==> src/rtl/dm_port_arbiter_if.sv <==
// Bus bundles for dm_port_arbiter.
// dm_port_arbiter_if: one requester port (P or D); master = requester, slave = arbiter.
//   req/we/size/addr/wdata/lock in, gnt out; rsp/err/rdata response one cycle after gnt.
// dm_port_arbiter_mem_if: data-memory port; master = arbiter, slave = memory.
//   en/we/be/addr/wdata out, rdata back one cycle after a read enable.
interface dm_port_arbiter_if #(
    parameter int ADDR_W = 32
);
    logic              req;
    logic              we;
    logic [1:0]        size;
    logic [ADDR_W-1:0] addr;
    logic [63:0]       wdata;
    logic              lock;
    logic              gnt;
    logic              rsp;
    logic              err;
    logic [63:0]       rdata;

    modport master (
        output req, we, size, addr, wdata, lock,
        input  gnt, rsp, err, rdata
    );
    modport slave (
        input  req, we, size, addr, wdata, lock,
        output gnt, rsp, err, rdata
    );
endinterface

interface dm_port_arbiter_mem_if #(
    parameter int ADDR_W = 32
);
    logic              en;
    logic              we;
    logic [7:0]        be;
    logic [ADDR_W-4:0] addr;
    logic [63:0]       wdata;
    logic [63:0]       rdata;

    modport master (
        output en, we, be, addr, wdata,
        input  rdata
    );
    modport slave (
        input  en, we, be, addr, wdata,
        output rdata
    );
endinterface

==> src/rtl/dm_port_arbiter.sv <==
// Shares the 64-bit data-memory port between MEM stage (p) and DMA/debug (d).
// Ports: i_clk, i_rst (sync, active-high), p/d requester bundles (slave), dm memory bundle (master).
// P has fixed priority; a starvation counter lets D win after STARVE_LIMIT lost cycles.
// Optional macro DM_ARB_LOCK_EN: D may lock the port for atomic read-modify-write.
module dm_port_arbiter #(
    parameter int ADDR_W       = 32,
    parameter int STARVE_LIMIT = 8
) (
    input  logic                   i_clk,
    input  logic                   i_rst,
    dm_port_arbiter_if.slave       p,
    dm_port_arbiter_if.slave       d,
    dm_port_arbiter_mem_if.master  dm
);
    localparam int CW = $clog2(STARVE_LIMIT + 1);
    localparam logic [CW-1:0] LIMIT = CW'(STARVE_LIMIT);

    logic [CW-1:0] starve_q, starve_d;
    logic          p_rsp_q, d_rsp_q, err_q, rd_q;
    logic          lock_held;

`ifdef DM_ARB_LOCK_EN
    logic lock_q, lock_d;
    logic unused_lock;
    assign lock_held   = lock_q;
    assign unused_lock = p.lock;
`else
    logic unused_lock;
    assign lock_held   = 1'b0;
    assign unused_lock = p.lock ^ d.lock;
`endif

    logic              p_win, d_win, any, ok, go;
    logic              sel_we;
    logic [1:0]        sel_size;
    logic [ADDR_W-1:0] sel_addr;
    logic [63:0]       sel_wdata;
    logic [2:0]        off;
    logic [7:0]        mask, be_full;
    logic [63:0]       lane;

    always_comb begin
        // Outputs are forced idle while reset is asserted.
        d_win = !i_rst && d.req && (!p.req || starve_q == LIMIT || lock_held);
        p_win = !i_rst && p.req && !d_win && !lock_held;
        any   = p_win || d_win;

        sel_we    = d_win ? d.we    : p.we;
        sel_size  = d_win ? d.size  : p.size;
        sel_addr  = d_win ? d.addr  : p.addr;
        sel_wdata = d_win ? d.wdata : p.wdata;
        off       = sel_addr[2:0];

        mask = 8'hFF;
        ok   = 1'b0;
        unique case (sel_size)
            2'd0: begin mask = 8'h01; ok = 1'b1; end
            2'd1: begin mask = 8'h03; ok = !off[0]; end
            2'd2: begin mask = 8'h0F; ok = (off[1:0] == 2'b00); end
            2'd3: begin mask = 8'hFF; ok = (off == 3'b000); end
        endcase

        go      = any && ok;
        be_full = mask << off;
        lane    = '0;
        for (int k = 0; k < 8; k++)
            lane[8*k +: 8] = {8{be_full[k]}};

        dm.en    = go;
        dm.we    = go && sel_we;
        dm.be    = (go && sel_we) ? be_full : 8'h00;
        dm.addr  = go ? sel_addr[ADDR_W-1:3] : '0;
        dm.wdata = (go && sel_we) ? ((sel_wdata << {off, 3'b000}) & lane) : 64'h0;

        p.gnt = p_win;
        d.gnt = d_win;

        starve_d = starve_q;
        if (d_win)
            starve_d = '0;
        else if (d.req && starve_q != LIMIT)
            starve_d = starve_q + 1'b1;
    end

`ifdef DM_ARB_LOCK_EN
    always_comb begin
        lock_d = lock_q;
        if (d_win)
            lock_d = d.lock;
    end
`endif

    always_ff @(posedge i_clk) begin
        if (i_rst) begin
            starve_q <= '0;
            p_rsp_q  <= 1'b0;
            d_rsp_q  <= 1'b0;
            err_q    <= 1'b0;
            rd_q     <= 1'b0;
        end else begin
            starve_q <= starve_d;
            p_rsp_q  <= p_win;
            d_rsp_q  <= d_win;
            err_q    <= any && !ok;
            rd_q     <= go && !sel_we;
        end
    end

`ifdef DM_ARB_LOCK_EN
    always_ff @(posedge i_clk) begin
        if (i_rst)
            lock_q <= 1'b0;
        else
            lock_q <= lock_d;
    end
`endif

    // Responses still in flight when reset rises are dropped.
    logic p_rsp, d_rsp;
    assign p_rsp   = p_rsp_q && !i_rst;
    assign d_rsp   = d_rsp_q && !i_rst;
    assign p.rsp   = p_rsp;
    assign d.rsp   = d_rsp;
    assign p.err   = p_rsp && err_q;
    assign d.err   = d_rsp && err_q;
    assign p.rdata = (p_rsp && rd_q) ? dm.rdata : 64'h0;
    assign d.rdata = (d_rsp && rd_q) ? dm.rdata : 64'h0;
endmodule

==> src/flat_wrapper.sv <==
// flat-port wrapper written by rule: the top's interface ports become plain ports
module dm_port_arbiter_flat 
#(
    parameter int ADDR_W       = 32,
    parameter int STARVE_LIMIT = 8
)
  (i_clk, i_rst, p_req, p_we, p_size, p_addr, p_wdata, p_lock, p_gnt, p_rsp, p_err, p_rdata, d_req, d_we, d_size, d_addr, d_wdata, d_lock, d_gnt, d_rsp, d_err, d_rdata, dm_en, dm_we, dm_be, dm_addr, dm_wdata, dm_rdata);
  dm_port_arbiter_if #(.ADDR_W(ADDR_W)) p_i ();
  dm_port_arbiter_if #(.ADDR_W(ADDR_W)) d_i ();
  dm_port_arbiter_mem_if #(.ADDR_W(ADDR_W)) dm_i ();
  input  logic i_clk;
  input  logic i_rst;
  input wire logic [$bits(p_i.req)-1:0] p_req;
  input wire logic [$bits(p_i.we)-1:0] p_we;
  input wire logic [$bits(p_i.size)-1:0] p_size;
  input wire logic [$bits(p_i.addr)-1:0] p_addr;
  input wire logic [$bits(p_i.wdata)-1:0] p_wdata;
  input wire logic [$bits(p_i.lock)-1:0] p_lock;
  output wire logic [$bits(p_i.gnt)-1:0] p_gnt;
  output wire logic [$bits(p_i.rsp)-1:0] p_rsp;
  output wire logic [$bits(p_i.err)-1:0] p_err;
  output wire logic [$bits(p_i.rdata)-1:0] p_rdata;
  input wire logic [$bits(d_i.req)-1:0] d_req;
  input wire logic [$bits(d_i.we)-1:0] d_we;
  input wire logic [$bits(d_i.size)-1:0] d_size;
  input wire logic [$bits(d_i.addr)-1:0] d_addr;
  input wire logic [$bits(d_i.wdata)-1:0] d_wdata;
  input wire logic [$bits(d_i.lock)-1:0] d_lock;
  output wire logic [$bits(d_i.gnt)-1:0] d_gnt;
  output wire logic [$bits(d_i.rsp)-1:0] d_rsp;
  output wire logic [$bits(d_i.err)-1:0] d_err;
  output wire logic [$bits(d_i.rdata)-1:0] d_rdata;
  output wire logic [$bits(dm_i.en)-1:0] dm_en;
  output wire logic [$bits(dm_i.we)-1:0] dm_we;
  output wire logic [$bits(dm_i.be)-1:0] dm_be;
  output wire logic [$bits(dm_i.addr)-1:0] dm_addr;
  output wire logic [$bits(dm_i.wdata)-1:0] dm_wdata;
  input wire logic [$bits(dm_i.rdata)-1:0] dm_rdata;
  assign p_i.req = p_req;
  assign p_i.we = p_we;
  assign p_i.size = p_size;
  assign p_i.addr = p_addr;
  assign p_i.wdata = p_wdata;
  assign p_i.lock = p_lock;
  assign p_gnt = p_i.gnt;
  assign p_rsp = p_i.rsp;
  assign p_err = p_i.err;
  assign p_rdata = p_i.rdata;
  assign d_i.req = d_req;
  assign d_i.we = d_we;
  assign d_i.size = d_size;
  assign d_i.addr = d_addr;
  assign d_i.wdata = d_wdata;
  assign d_i.lock = d_lock;
  assign d_gnt = d_i.gnt;
  assign d_rsp = d_i.rsp;
  assign d_err = d_i.err;
  assign d_rdata = d_i.rdata;
  assign dm_en = dm_i.en;
  assign dm_we = dm_i.we;
  assign dm_be = dm_i.be;
  assign dm_addr = dm_i.addr;
  assign dm_wdata = dm_i.wdata;
  assign dm_i.rdata = dm_rdata;
  dm_port_arbiter #(.ADDR_W(ADDR_W), .STARVE_LIMIT(STARVE_LIMIT)) u_core (.i_clk(i_clk), .i_rst(i_rst), .p(p_i), .d(d_i), .dm(dm_i));
endmodule
==> config.mk <==
export PLATFORM = sky130hd
export DESIGN_NAME = dm_port_arbiter_flat
export DESIGN_NICKNAME = d
export VERILOG_FILES = /design/src/rtl/dm_port_arbiter_if.sv /design/src/rtl/dm_port_arbiter.sv /design/src/flat_wrapper.sv
export SDC_FILE = /design/constraint.sdc
export NUM_CORES = 1
export LEC_CHECK = 0
export ABC_AREA = 1
export CAP_MARGIN = 30
export CORE_AREA = 2 2 195 197
export DETAILED_ROUTE_END_ITERATION = 10
export DIE_AREA = 0 0 197 199
export HOLD_SLACK_MARGIN = 0.06
export PLACE_DENSITY = 0.41
export SYNTH_ARGS = -nofsm -noshare
export SYNTH_HDL_FRONTEND = slang
export SYNTH_SLANG_ARGS = --single-unit
==> constraint.sdc <==
create_clock -name i_clk -period 2.6 [get_ports i_clk]
set_input_delay 0.39 -clock i_clk [delete_from_list [all_inputs] [get_ports i_clk]]
set_output_delay 0.39 -clock i_clk [all_outputs]
set_load 0.005 [all_outputs]
Word level (Yosys, flattened, before mapping)
Index checks and enable logic that the tools add are counted.
{ "totals": {"ff_bits": 8, "in_bits": 268, "out_inout_bits": 237, "wordCells": 52} }
{ "op_classes": {"addsub": 1, "eq_ne": 5, "n_shift": 2, "mux": 11, "bitwise": 1, "n_reduce_logical": 27} }
{ "ops": {"columns": ["cell", "n"], "rows": [
  ["64-bit two-way mux", 4],
  ["64-bit AND", 1],
  ["64-bit by 6-bit left shift with 64-bit output", 1],
  ["32-bit two-way mux", 1],
  ["8-bit case mux with 4 select lines", 1],
  ["29-bit two-way mux", 1],
  ["1-bit logical AND", 15],
  ["8-bit two-way mux", 1],
  ["8-bit by 3-bit left shift with 8-bit output", 1],
  ["1-bit zero test", 6],
  ["4-bit by 1-bit adder with 4-bit output, second input constant", 1],
  ["2-bit == test, second input constant", 2],
  ["4-bit == test, second input constant", 1],
  ["2-bit zero test", 2],
  ["4-bit != test, second input constant", 1],
  ["1-bit case mux with 4 select lines", 1],
  ["3-bit zero test", 1],
  ["2-bit by 1-bit == test with 1-bit output, second input constant", 1],
  ["1-bit logical OR", 2],
  ["2-bit two-way mux", 1],
  ["2-bit OR reduction", 1],
  ["1-bit two-way mux", 1]
]} }

Logic depth before layout (Yosys ltp)
Gate-level depths: netlist of the first run.
{ "depth": {"depth_word": 9, "mapped_depth": 16, "mapped_depth_nobuf": 14} }

Worst setup path before layout of the first run
OpenSTA, ideal clock, no wires.
{ "synth_path": {"path_type": "register to output", "startpoint": "reg u_core.starve_q[0]", "endpoint": "out dm_wdata[24]", "arrival_ns": 1.774, "required_time_ns": 2.210, "slack_ns": 0.436, "stages_incl_launch_ff": 15, "path_buffers": 2, "cell_sequence": "dfxtp_1 > inv_1 > ha_1 > nand3_1 > nand2_2 > nand2_4 > buf_6 > buf_6 > nand2_1 > nand2_1 > nand2_1 > nand2_1 > nand2_1 > and2_1 > nor3_2"} }
{ "synth_via": {"elab_chain_len": 9, "elab_cells_between_ends": 25, "classes_between": "4 x eq/ne; 2 x shift; 7 x mux; 1 x bitwise; 11 x reduce/logical"} }
{ "synth_rtl": {"columns": ["item", "line_no", "source"], "rows": [
  ["from (decl)", "dm_port_arbiter.sv:18", "logic [CW-1:0] starve_q, starve_d;"],
  ["from (signal assigned)", "dm_port_arbiter.sv:101", "starve_q <= starve_d;"],
  ["4-bit == test (*)", "dm_port_arbiter.sv:44", "d_win = !i_rst && d.req && (!p.req || starve_q == LIMIT || lock_held);"],
  ["1-bit logical OR (*)", "dm_port_arbiter.sv:44", null],
  ["1-bit logical AND (*)", "dm_port_arbiter.sv:44", null],
  ["2-bit two-way mux, or another cell as far along", "dm_port_arbiter.sv:49", "sel_size = d_win ? d.size : p.size;"],
  ["2-bit == test, or another cell as far along", "dm_port_arbiter.sv:56", "unique case (sel_size)"],
  ["8-bit case mux with 4 select lines, or another cell as far along", "dm_port_arbiter.sv:56", null],
  ["8-bit by 3-bit left shift with 8-bit output or 1-bit logical AND (tied branches)", "dm_port_arbiter.sv:64, dm_port_arbiter.sv:63", null],
  ["64-bit AND or 1-bit logical AND (tied branches)", "dm_port_arbiter.sv:73", "dm.wdata = (go && sel_we) ? ((sel_wdata << {off, 3'b000}) & lane) : 64'h0;"],
  ["64-bit two-way mux (*)", "dm_port_arbiter.sv:73", null],
  ["to (decl)", "flat_wrapper.sv:37", "output wire logic [$bits(dm_i.wdata)-1:0] dm_wdata;"]
]} }
Every way passes the cells marked *; elsewhere a longest branch is shown, timed or not. The select of a mux whose other input is x is not followed.

Final worst setup path of the first run
{ "layout_path": {"startpoint": "reg u_core.starve_q[0]", "endpoint": "out dm_wdata[22]"} }
Same word-level chain as after synthesis.

==> parameters.txt, run 1 <==
Parameter                              Value

Outcome
  Status    finished with violations
  Violations in the final reports    negative setup slack

Logic synthesis
  Post-Synthesis Net Count    1,423
  Register area share after synthesis    3.04%
  Synthesized instance count    1,153
  Post-Synthesis Mean Instance Area    4.57 sq um
  Top-area cell type share of the netlist area    31.3%
  Yosys warning count    0
  Top cells by area in the synthesized netlist    sky130_fd_sc_hd__nand2_1, sky130_fd_sc_hd__nand3_1, sky130_fd_sc_hd__nor2_1
  Post-synthesis instance area    5260 sq um
  Post-synthesis cell type count    29
  Flops & latches, synth    8
  Largest area contributor in the synthesized netlist    sky130_fd_sc_hd__nand2_1

Global routing
  Via count of the first global-routing pass    10,300
  Total global routing track utilization    22.8%
  Wire length of the first global-routing pass    66,000 um
  Initial antenna violation count    4
  Remaining global-route overflow    0
  Largest net degree at the start of global routing    56

STA
  Smallest setup slack after layout    -342 ps
  Setup repair after global routing missed its margin    yes
  Final hold violation count    0
  Pin slew with the least headroom to its limit    377 ps
  Period utilisation layout    113%
  Max_slew headroom    74.7%
  Clock Skew    0.958 ps
  Final setup viols    103
  Maximum clock frequency    340 MHz
  Clock period minus worst slack    2940 ps
  Final Slew Violations    0

Worst setup path
  Startpoint Class    flop
  Worst Setup Path Type    reg -> out
  Critical path buffer and inverter count    7
  Worst stage delay on the critical path    320 ps
  Slowest cell on crit path    sky130_fd_sc_hd__dfxtp_2
  CP Max Fanout    7
  Critical Path RT    2210 ps
  Cell family with the largest share of critical-path delay    simple AND/OR/NAND/NOR gates
  Crit path cell chain    inv_2 -> ha_4 -> nand3_4 -> nand2_8 -> nand2_8 -> nand2_4 -> nand2_4 -> buf_12 -> nor2_4 -> nand3_2 -> nand2_4 -> nand3_4 -> buf_12 -> buf_16 -> buf_12 -> buf_8 -> nor2_4 -> buf_2
  CP endpoint kind    output pin
  Arrival time worst endpoint    2550 ps

Cells and area
  Total of fill cells in the finished design    4,066
  Final design area excluding fillers    15,000 sq um
  Most common cell after layout, fill and taps aside    sky130_fd_sc_hd__clkdlybuf4s50_1
  Area taken by multi-input logic gates    5780 sq um
  Most frequent cells in the layout    sky130_fd_sc_hd__clkdlybuf4s50_1, sky130_fd_sc_hd__nand2_1, sky130_fd_sc_hd__buf_4
  Post-layout utilization of the core    40.3%
  Layout cells sized above 1    37.8%
  Number of standard cells in the final layout excluding fillers    2,351
  Register area    163 sq um
  Area Overhead vs Synth    184%
  Post-layout nets    2,146

Power and ir drop
  Part of the power in combinational logic    87.0%
  Sw Share    45.5%
  Clk pwr share    8.6%
  Cell Pwr Density    205 nW/um^2
  Internal power of the cells    0.00167 W
  IR Drop Worst-Case VDD    131 uV
  Sequential cell fraction of total power    4.3%
  Leakage component of the power    7.20 nW
  Sw Pwr    0.00140 W

Die
  Horiz. Die Dim    197 um
  DIE AREA    39,200 sq um
  Core area    37,100 sq um
  Placement row count    71
  Vertical die dimension    199 um
  Number of primary I/O pins    505
  Effective utilization at floorplan    14.2%

Detailed routing
  Highest routing layer actually used    met5
  Routed wire length    50,400 um
  Remaining DRCs    0
  Detailed-route via count    10,400
  Post-DR vias/cell    4.44
  Amount of wire on met2 after detailed routing    26,300 um
  Drt initial violations    503
  Average wire length per cell after detail routing    21.4 um
  Routed Antenna Nets    0
  Routed length on met3    2990 um
  Iteration count of the initial detailed-routing pass    5
  WL met1    19,200 um

Place
  Global placer's final weighted congestion    0.920
  Post-DP HPWL    37,600 um
  DP Worst Slack    -926 ps
  Inst Count DP    2,200
  Buffers added on ports    502
  Cell area after placement    11,800 sq um

Clock tree
  H-tree level count    1
  Inserted Clock Buffers    3
  Hold buffers post-CTS    0
  TritonCTS Sinks    8
  Maximum clock insertion buffer count    2
  Clock tree root driver cell    sky130_fd_sc_hd__clkbuf_16
  Source-to-sink clock delay at the later pin of the worst-skew pair    240 ps
  Clock tree from TritonCTS    built
  Clock-pin slew on the worst setup and hold paths    40 ps

Worst hold path
  Hold/Removal Path Class    reg -> reg

Flow run
  Total of max-cap violations    0
-- through the flow --
step,hold slack [ps],power (W),setup TNS (ps)
after floorplan,474,0.000880,0
after global placement,501,0.00199,-84620
after detailed placement,511,0.00198,-84320
after CTS,574,0.00269,-23200
after global routing,653,0.00324,-29530
final,610,0.00307,-20080
-- cell type report --
type                    instances  area share [%]
clock buffers                   3           0.502
repair buffers                795            52.8
flip-flops and latches          8            1.09
inverters                     107            2.94
well taps                     474            3.96
multi-input cells             961            38.6
diodes                          3          0.0502
-- state kept, by name, indices dropped and copies added (netlist names) --
register and cells:
u_core.d_rsp_q 1, u_core.err_q 1, u_core.p_rsp_q 1, u_core.rd_q 1, u_core.starve_q 4
-- power groups by stage --
stage,logic (W),clock network [W],registers (W)
finish,0.00267,0.000266,0.000132
global route,0.00283,0.000274,0.000133
CTS,0.00229,0.000269,0.000132
detailed placement,0.00185,0,0.000134
global placement,0.00186,0,0.000133
floorplan,0.000747,0,0.000133
-- kinds of logic after synthesis --
kind of cell	after synthesis	share of synthesized area [%]
compound gates	57	5.63
xor+xnor	1	0.166
fa+ha+maj	2	0.475
buf+inv	186	16.3
flops	8	3.04
simple gates	899	74.4
-- worst min-delay path: stages (launching register included) --
cell                      delay, ps
sky130_fd_sc_hd__dfxtp_1        340
sky130_fd_sc_hd__xor2_1         160
sky130_fd_sc_hd__nor2_1          60
-- synth_stat cells, drive strengths merged --
master	instances
a21oi	38
and2	10
xor2	1
inv	107
dfxtp	8
nor3b	1
nand3	194
clkbuf	12
nand3b	6
buf	67
nor2	200
nor3	24
ha	2
o21ai	19
nand2	451
nand4	13
-- per-layer routing --
metal / up-vias / global-route usage [%]
li1: 5059 / -
met1: 4884 / 25.0
met2: 422 / 44.3
met3: 74 / 3.75
met4: 2 / 7.10
met5: - / 0
-- what timing repair did --
| action | in CTS | in global routing |
|---|---|---|
| buffers inserted | 67 | 64 |
| pin swaps | 72 | 85 |
| cloned | 12 | 12 |
| setup endpoints to repair | 145 | 104 |
| resized for setup | 580 | 315 |
-- worst paths after layout --
check,startpoint,endpoint,slack [ps],cells after the start
setup reg to reg,u_core.starve_q[0],u_core.rd_q,510,15
hold reg to reg,u_core.starve_q[3],u_core.starve_q[3],610,2
setup / recovery,u_core.starve_q[0],dm_wdata[22],-340,18
hold / removal,u_core.starve_q[3],u_core.starve_q[3],610,2
Power figures use the tool's default switching activity.
==> inputs of run 2 (changes only) <==
--- a/config.mk
+++ b/config.mk
@@ -6,12 +6,13 @@
 export NUM_CORES = 1
 export LEC_CHECK = 0
 export ABC_AREA = 1
-export CAP_MARGIN = 30
+export CAP_MARGIN = 5
 export CORE_AREA = 2 2 195 197
 export DETAILED_ROUTE_END_ITERATION = 10
 export DIE_AREA = 0 0 197 199
 export HOLD_SLACK_MARGIN = 0.06
 export PLACE_DENSITY = 0.41
+export SKIP_CTS_REPAIR_TIMING = 1
 export SYNTH_ARGS = -nofsm -noshare
 export SYNTH_HDL_FRONTEND = slang
 export SYNTH_SLANG_ARGS = --single-unit
==> parameters.txt, run 2 (synthesis results as in run 1) <==
Parameter                              Value

Worst setup path
  Worst Setup Path Type    reg -> out
  Worst stage delay on the critical path    330 ps
  Crit path cell chain    inv_2 -> ha_4 -> nand3_4 -> nand2_8 -> buf_12 -> nand3_4 -> nand2_4 -> buf_12 -> nor2_4 -> nand3_2 -> nand2_4 -> nand3_4 -> buf_12 -> buf_12 -> buf_6 -> clkbuf_16 -> nor3_4 -> buf_2
  RR Startpoint    u_core.starve_q[0]
  CP Max Fanout    5
  Critical path buffer and inverter count    8
  Cell occurring most often along the worst timing path    sky130_fd_sc_hd__buf_12
  CP endpoint kind    output pin
  Startpoint Class    flop
  Launch point of the worst path    u_core.starve_q[0]
  Slowest cell on crit path    sky130_fd_sc_hd__dfxtp_2
  Cell family with the largest share of critical-path delay    buffers and inverters
  Arrival time worst endpoint    2610 ps
  Critical Path RT    2210 ps

Die
  DIE AREA    39,200 sq um
  Placement row count    71
  Core area    37,100 sq um
  Number of primary I/O pins    505
  Vertical die dimension    199 um
  Horiz. Die Dim    197 um
  Effective utilization at floorplan    14.2%

Clock tree
  Clock-pin slew on the worst setup and hold paths    40 ps
  Clock tree root driver cell    sky130_fd_sc_hd__clkbuf_16
  H-tree level count    1
  Clock tree from TritonCTS    built
  Maximum clock insertion buffer count    2
  TritonCTS Sinks    8
  Inserted Clock Buffers    3
  Source-to-sink clock delay at the later pin of the worst-skew pair    240 ps

Global routing
  Largest net degree at the start of global routing    56
  Wire length of the first global-routing pass    61,000 um
  Total global routing track utilization    21.0%
  Via count of the first global-routing pass    9,457
  Remaining global-route overflow    0
  Initial antenna violation count    4

STA
  Max_slew headroom    79.8%
  Final setup viols    103
  Smallest setup slack after layout    -397 ps
  Final Slew Violations    0
  Accumulated negative setup slack    -24,680 ps
  Clock Skew    1.68 ps
  Period utilisation layout    115%
  Final hold violation count    0
  Pin slew with the least headroom to its limit    304 ps
  Setup repair after global routing missed its margin    yes
  Clock period minus worst slack    3000 ps
  Maximum clock frequency    334 MHz

Detailed routing
  Average wire length per cell after detail routing    21.3 um
  Iteration count of the initial detailed-routing pass    5
  Post-DR vias/cell    4.42
  Remaining DRCs    0
  Drt initial violations    476
  Routed Antenna Nets    0
  Routed wire length    48,700 um
  Detailed-route via count    10,100

Worst hold path
  Startpoint of the most critical hold path    u_core.starve_q[1]
  Hold/Removal Path Class    reg -> reg

Flow run
  Total of max-cap violations    0

Cells and area
  Flip-flop count of the largest register after layout    4
  Area Overhead vs Synth    160%
  Post-layout utilization of the core    36.8%
  Register ranked first by flip-flop count    u_core.starve_q
  Final design area excluding fillers    13,700 sq um
  Most common cell after layout, fill and taps aside    sky130_fd_sc_hd__clkdlybuf4s50_1
  Post-layout nets    2,088
  Total of fill cells in the finished design    4,183
  Layout cells sized above 1    29.8%
  Number of standard cells in the final layout excluding fillers    2,293
  Register area    163 sq um
  Most frequent cells in the layout    sky130_fd_sc_hd__clkdlybuf4s50_1, sky130_fd_sc_hd__nand2_1, sky130_fd_sc_hd__buf_4
  Area taken by multi-input logic gates    5120 sq um

Power and ir drop
  IR Drop Worst-Case VDD    130 uV
  Leakage component of the power    6.75 nW
  Cell Pwr Density    198 nW/um^2

Outcome
  Status    finished with violations
  Violations in the final reports    negative setup slack

Place
  Post-DP HPWL    37,600 um
  Buffers added on ports    502
  Global placer's final weighted congestion    0.920
  DP Worst Slack    -926 ps
  Inst Count DP    2,200
  Cell area after placement    11,800 sq um
==> run 2: per-stage QoR <==
step / hold WS [ps] / power, W
finish: 617 / 0.00271
CTS: 522 / 0.00226
floorplan: 474 / 0.000880
global placement: 501 / 0.00199
detailed placement: 511 / 0.00198
global route: 653 / 0.00287
==> run 2: area by class of cell <==
| cell class | instances | share of cell area (%) |
|---|---|---|
| multi-input cells | 961 | 37.5 |
| diodes | 3 | 0.0549 |
| flip-flops and latches | 8 | 1.19 |
| clock buffers | 3 | 0.549 |
| inverters | 107 | 3.25 |
| repair buffers | 737 | 53.2 |
| well taps | 474 | 4.34 |
==> run 2: layer usage <==
metal / part of all wire [%] / track usage, %
met1: 38 / 23.8
met2: 52 / 41.3
met3: 6.3 / 3.20
met4: 3.1 / 3.87
met5: 0.025 / 0
==> run 2: path summary, 6_finish.rpt <==
kind,end,slack [ps],cells past startpoint
worst max-delay path,dm_wdata[6],-400,18
worst min-delay path,u_core.starve_q[1],620,3
worst max register to register,u_core.rd_q,530,15
worst min register to register,u_core.starve_q[1],620,3
==> run 2: worst register-to-register path: stages, from the launching register on <==
cell,delay [ps]
sky130_fd_sc_hd__dfxtp_2,330
sky130_fd_sc_hd__inv_2,50
sky130_fd_sc_hd__ha_4,150
sky130_fd_sc_hd__nand3_4,80
sky130_fd_sc_hd__nand2_8,90
sky130_fd_sc_hd__buf_4,160
sky130_fd_sc_hd__nand2_4,90
sky130_fd_sc_hd__nand2_1,90
sky130_fd_sc_hd__nand2_4,120
sky130_fd_sc_hd__nand2_2,90
sky130_fd_sc_hd__nand2_1,110
sky130_fd_sc_hd__nand2_4,80
sky130_fd_sc_hd__nand2_4,130
sky130_fd_sc_hd__buf_8,180
sky130_fd_sc_hd__buf_4,150
sky130_fd_sc_hd__nor2_1,40
==> run 2: power by group <==
| part | total (W) | internal (W) | switching, W |
|---|---|---|---|
| Clock | 0.000266 | 0.000199 | 0.0000675 |
| Combinational | 0.00231 | 0.00113 | 0.00117 |
| Sequential | 0.000132 | 0.000130 | 0.00000293 |
| Total | 0.00271 | 0.00146 | 0.00124 |
==> inputs of run 3 (changes only) <==
--- a/config.mk
+++ b/config.mk
@@ -6,6 +6,7 @@
 export NUM_CORES = 1
 export LEC_CHECK = 0
 export ABC_AREA = 1
+export ABC_CLOCK_PERIOD_IN_PS = 2600
 export CAP_MARGIN = 5
 export CORE_AREA = 2 2 195 197
 export DETAILED_ROUTE_END_ITERATION = 10
==> results of run 3 <==
The final DEF is identical to that of run 2; final timing and power are the same.
==> RTL change 1 (flow settings as in run 1) <==
Add a define of `DM_ARB_LOCK_EN`.
--- a/src/rtl/dm_port_arbiter.sv
+++ b/src/rtl/dm_port_arbiter.sv
@@ -4,2 +4,4 @@
 // Optional macro DM_ARB_LOCK_EN: D may lock the port for atomic read-modify-write.
+`define DM_ARB_LOCK_EN
+
 module dm_port_arbiter #(
Function: changed (a bounded check fails within 4 cycles, from zero or initial values and one cycle with i_rst high).
==> RTL change 1 against run 1 <==
  * The run still ends with negative setup slack left
  * Total power hardly changed
  * Register-to-register slack better by 0.08 ns
  * Global-route usage is 0.091 points higher
  * Worst setup slack better by 0.086 ns
  * Critical path depth is 1 lower
  * Sequential power is 13% higher
  * Design area is 2.0% lower
  * Routed wire length is 3.9% lower
  * Synthesized area is 0.83% lower
  * Sequential cell count is 1 higher
==> RTL change 1: results (changes against run 1) <==
metric;value;unit;change
post-synthesis sequential area ratio;0.0345;;+0.00409
Total Routed Length;48400;um;-3.9%
status;finished, violations left;;
nets;2057;;-4.1%
cells on worst reg2reg path;15;;unchanged
post-cts resize count;689;;+19%
Overall Global Routing Usage;0.229;;+0.000914
syn_nets;1415;;-0.56%
DP Area;11800;um2;about the same
Leak;6.89;nW;-4.4%
worst slack at placement;-0.973;ns;-0.0472 ns
clk_skew;0.00372;ns;+0.00276 ns
R2R setup slack;0.59;ns;+0.08 ns
RePlAce Congestion;0.913;;-0.77%
via count;10179;;-2.5%
TNS Setup;-17.57;ns;+2.51 ns
final setup fails;103;;unchanged
post-synthesis xor/xnor area fraction;0.00168;;+0.0000140
Worst path max stage delay;0.31;ns;
I/O Buffers;503;;+0.20%
Placed Cells;2185;;-0.68%
Storage cell area;183;um2;+12%
synth top area cells;nand2_1 (33%), nand3_1 (19%), nor2_1 (14%);;
arrival time worst endpoint;2.47;ns;-0.08 ns
1st-iter DRT viols;594;;+18%
Rel. slew slack;0.776;;+0.0290
Mapped Cells;1145;;-0.69%
Setup WS post-layout;-0.256;ns;+0.0858 ns
Hold Path Class;reg -> reg;;
Commonest cells post-synth;nand2_1 (452), nand3_1 (193), nor2_1 (188), inv_1 (92), a21oi_1 (39);;
count of cell types in the netlist;35;;+21%
first-pass GRT wire length;66200;um;+0.33%
Worst Hold Endpoint;u_core.lock_held;;
Hold WS;0.510;ns;-0.100 ns
first drt pass iteration count;5;;unchanged
Worst Min Path Start;u_core.lock_held;;
Post-CTS Setup Inserts;45;;-33%
largest net degree at the start of global routing;47;;-16%
Adder-Cell Fraction of Synth Area;0.00479;;+0.0000399
Compound-Gate Fraction of Synth Area;0.0592;;+0.00287
Fillers;4014;;-1.3%
failing checks;negative setup slack;;
Post-Layout Cell Count;2262;;-3.8%
DPL Wire Length;37600;um;-0.13%
vias in the first global route;10136;;-1.7%
Max IR drop VDD;0.171;mV;+30%
share of cells above drive strength 1;0.385;;+0.00688
-- RTL change 1: cell count changes after synthesis, sizes merged, moves of 4 or more --
cell / delta
buf: -18
clkbuf: +17
inv: -12
nand2: +9
nand4: -11
nor2: -4
nor3: +8
-- RTL change 1: metal layers --
layer | GRT usage | vias to the layer above | routed length (um)
li1 | - | 4875 | -
met1 | 0.254 | 4761 | 18600
met2 | 0.434 | 451 | 24700
met3 | 0.0368 | 92 | 3030
met4 | 0.0894 | 0 | 2090
met5 | 0 | - | 0
-- RTL change 1: final cells by class --
| cell class | count | area share |
|---|---|---|
| diodes | 2 | 0.000342 |
| flip-flops and latches | 9 | 0.0125 |
| inverters | 96 | 0.0261 |
| repair buffers | 715 | 0.496 |
| clock buffers | 4 | 0.00538 |
| well taps | 474 | 0.0405 |
| multi-input cells | 962 | 0.419 |
-- RTL change 1: how the worst max path moves through the flow --
| stage | start | end | slack (ns) | depth (start not counted) |
|---|---|---|---|---|
| 6_report | u_core.starve_q[0] | dm_wdata[11] | -0.26 | 17 |
| 5_1_grt | u_core.starve_q[0] | dm_wdata[19] | -0.36 | 16 |
| 4_1_cts | u_core.starve_q[0] | dm_wdata[4] | -0.34 | 17 |
| 3_5_place_dp | p_req | dm_wdata[36] | -0.97 | 14 |
| 3_3_place_gp | p_req | dm_wdata[36] | -0.99 | 14 |
| 2_1_floorplan | u_core.starve_q[0] | dm_wdata[10] | 0.31 | 14 |
-- RTL change 1: report_power, final --
part	leakage (nW)	switching [mW]	internal (mW)	total (mW)
clock network	0.0382	0.0710	0.205	0.276
logic	6.77	1.38	1.26	2.64
registers	0.0744	0.00324	0.145	0.149
-- RTL change 1: tightest hold or removal path: cells and delay by family (launching register included) --
family             cells  cell delay [ns]
AOI/OAI and AO/OA      1             0.05
and+or+nand+nor        1             0.08
DFF                    1             0.33
==> RTL change 2 (flow settings as in run 1) <==
Without the edit above. `ADDR_W` is set to 32 in 4 places; all go to 24.
--- a/src/rtl/dm_port_arbiter_if.sv
+++ b/src/rtl/dm_port_arbiter_if.sv
@@ -6,3 +6,3 @@
 interface dm_port_arbiter_if #(
-    parameter int ADDR_W = 32
+    parameter int ADDR_W = 24
 );
@@ -30,3 +30,3 @@
 interface dm_port_arbiter_mem_if #(
-    parameter int ADDR_W = 32
+    parameter int ADDR_W = 24
 );
--- a/src/rtl/dm_port_arbiter.sv
+++ b/src/rtl/dm_port_arbiter.sv
@@ -5,3 +5,3 @@
 module dm_port_arbiter #(
-    parameter int ADDR_W       = 32,
+    parameter int ADDR_W       = 24,
     parameter int STARVE_LIMIT = 8
--- a/src/flat_wrapper.sv
+++ b/src/flat_wrapper.sv
@@ -3,3 +3,3 @@
 #(
-    parameter int ADDR_W       = 32,
+    parameter int ADDR_W       = 24,
     parameter int STARVE_LIMIT = 8
Ports: changed (resized d_addr, dm_addr and p_addr); port bits go from 505 to 481. The function was not compared with the original's and may differ.
==> RTL change 2 against run 1 <==
  * Synthesized area decreased by 1.5%
  * Worst hold slack worse by 0.035 ns
  * Clock skew is 0.0015 ns higher
  * Design area shrank 6.9%
  * Critical path type unchanged
  * Die area is the same
  * Utilization is 2.8 points lower
  * Routed wire length increased by 0.42%
  * Sequential cell count did not move
  * The run still ends with negative setup slack left
  * Highest routed layer unchanged
  * Sequential share of layout area grew 0.080 points
  * Fmax grew 3.3%
  * Worst setup slack improved by 0.093 ns
  * Total power fell by 8.0%
==> RTL change 2: results (changes against run 1) <==
metric;value;unit;change
R2R setup slack;0.10;ns;-0.41 ns
Vias/cell;4.47;;+0.54%
failing checks;negative setup slack;;
status;finished, violations left;;
post-synthesis sequential area ratio;0.0309;;+0.000477
Crit Path Max Fanout;5;;-2
1st-iter DRT viols;514;;+2.2%
via count;10096;;-3.3%
final setup fails;88;;-15%
Total Routed Length;50600;um;+0.42%
Fillers;4108;;+1.0%
Worst-Margin Slew;0.356;ns;-0.0210 ns
DPL Wire Length;40100;um;+6.7%
largest net degree at the start of global routing;40;;-29%
met1 global-route usage;0.270;;+0.0192
I/O Buffers;478;;-4.8%
Leak;6.66;nW;-7.5%
worst r2r dst;u_core.starve_q[0];;
count of cell types in the netlist;32;;+10%
arrival time worst endpoint;2.46;ns;-0.09 ns
clock network power;258;uW;-3%
nets;2042;;-4.8%
syn_nets;1381;;-3.0%
TNS Setup;-13.33;ns;+6.75 ns
Setup WS post-layout;-0.249;ns;+0.0931 ns
Hold WS;0.575;ns;-0.0348 ns
Mapped Cells;1127;;-2.3%
initial antenna violation count;5;;+1
synth top area cells;nand2_1 (30%), nand3_1 (20%), nor2_1 (14%);;
[RTL change 2: metrics by stage]
step | area, um2 | utilization | power, mW
after floorplan | 5180 | - | 0.868
after global placement | 11600 | 0.313 | 1.96
after detailed placement | 11600 | 0.313 | 1.96
after CTS | 13400 | 0.360 | 2.66
after global routing | 13900 | 0.375 | 3.00
final | 13900 | 0.375 | 2.83
[RTL change 2: timing repair]
item | 4_1_cts | 5_1_grt
pin swaps | 75 | 54
cloned | 11 | 3
setup endpoints to repair | 195 | 98
gates resized for setup | 604 | 212
setup buffers | 87 | 19
[RTL change 2: cell families after synthesis]
| logic type | count (synthesis) | share of synthesized area |
|---|---|---|
| flip-flops | 8 | 0.0309 |
| AO/OA/AOI/OAI | 46 | 0.0495 |
| AND/OR/NAND/NOR | 882 | 0.757 |
| adder cells (fa/ha/maj) | 2 | 0.00483 |
| buffers and inverters | 188 | 0.156 |
| XOR/XNOR | 1 | 0.00169 |
[RTL change 2: area by class of cell]
type,instances,area (um2),area share
flip-flops and latches,8,163,0.0117
inverters,111,432,0.0310
well taps,474,593,0.0426
repair buffers,731,7150,0.514
diodes,1,2.50,0.000180
multi-input cells,933,5510,0.396
clock buffers,3,75.1,0.00539
[RTL change 2: worst max-delay path, stage by stage, from the launching register on]
cell and delay, ns:
dfxtp_2 0.32, inv_2 0.08, ha_4 0.14, nand3_4 0.09, nand2_8 0.13, buf_6 0.15, nand3_4 0.09, nand2_8 0.11
buf_6 0.11, buf_6 0.09, nand2_4 0.06, nor2_4 0.10, nor2_2 0.05, a21oi_4 0.16, buf_6 0.16, buf_6 0.10
nand2_2 0.05, nor2_4 0.09, buf_2 0.12
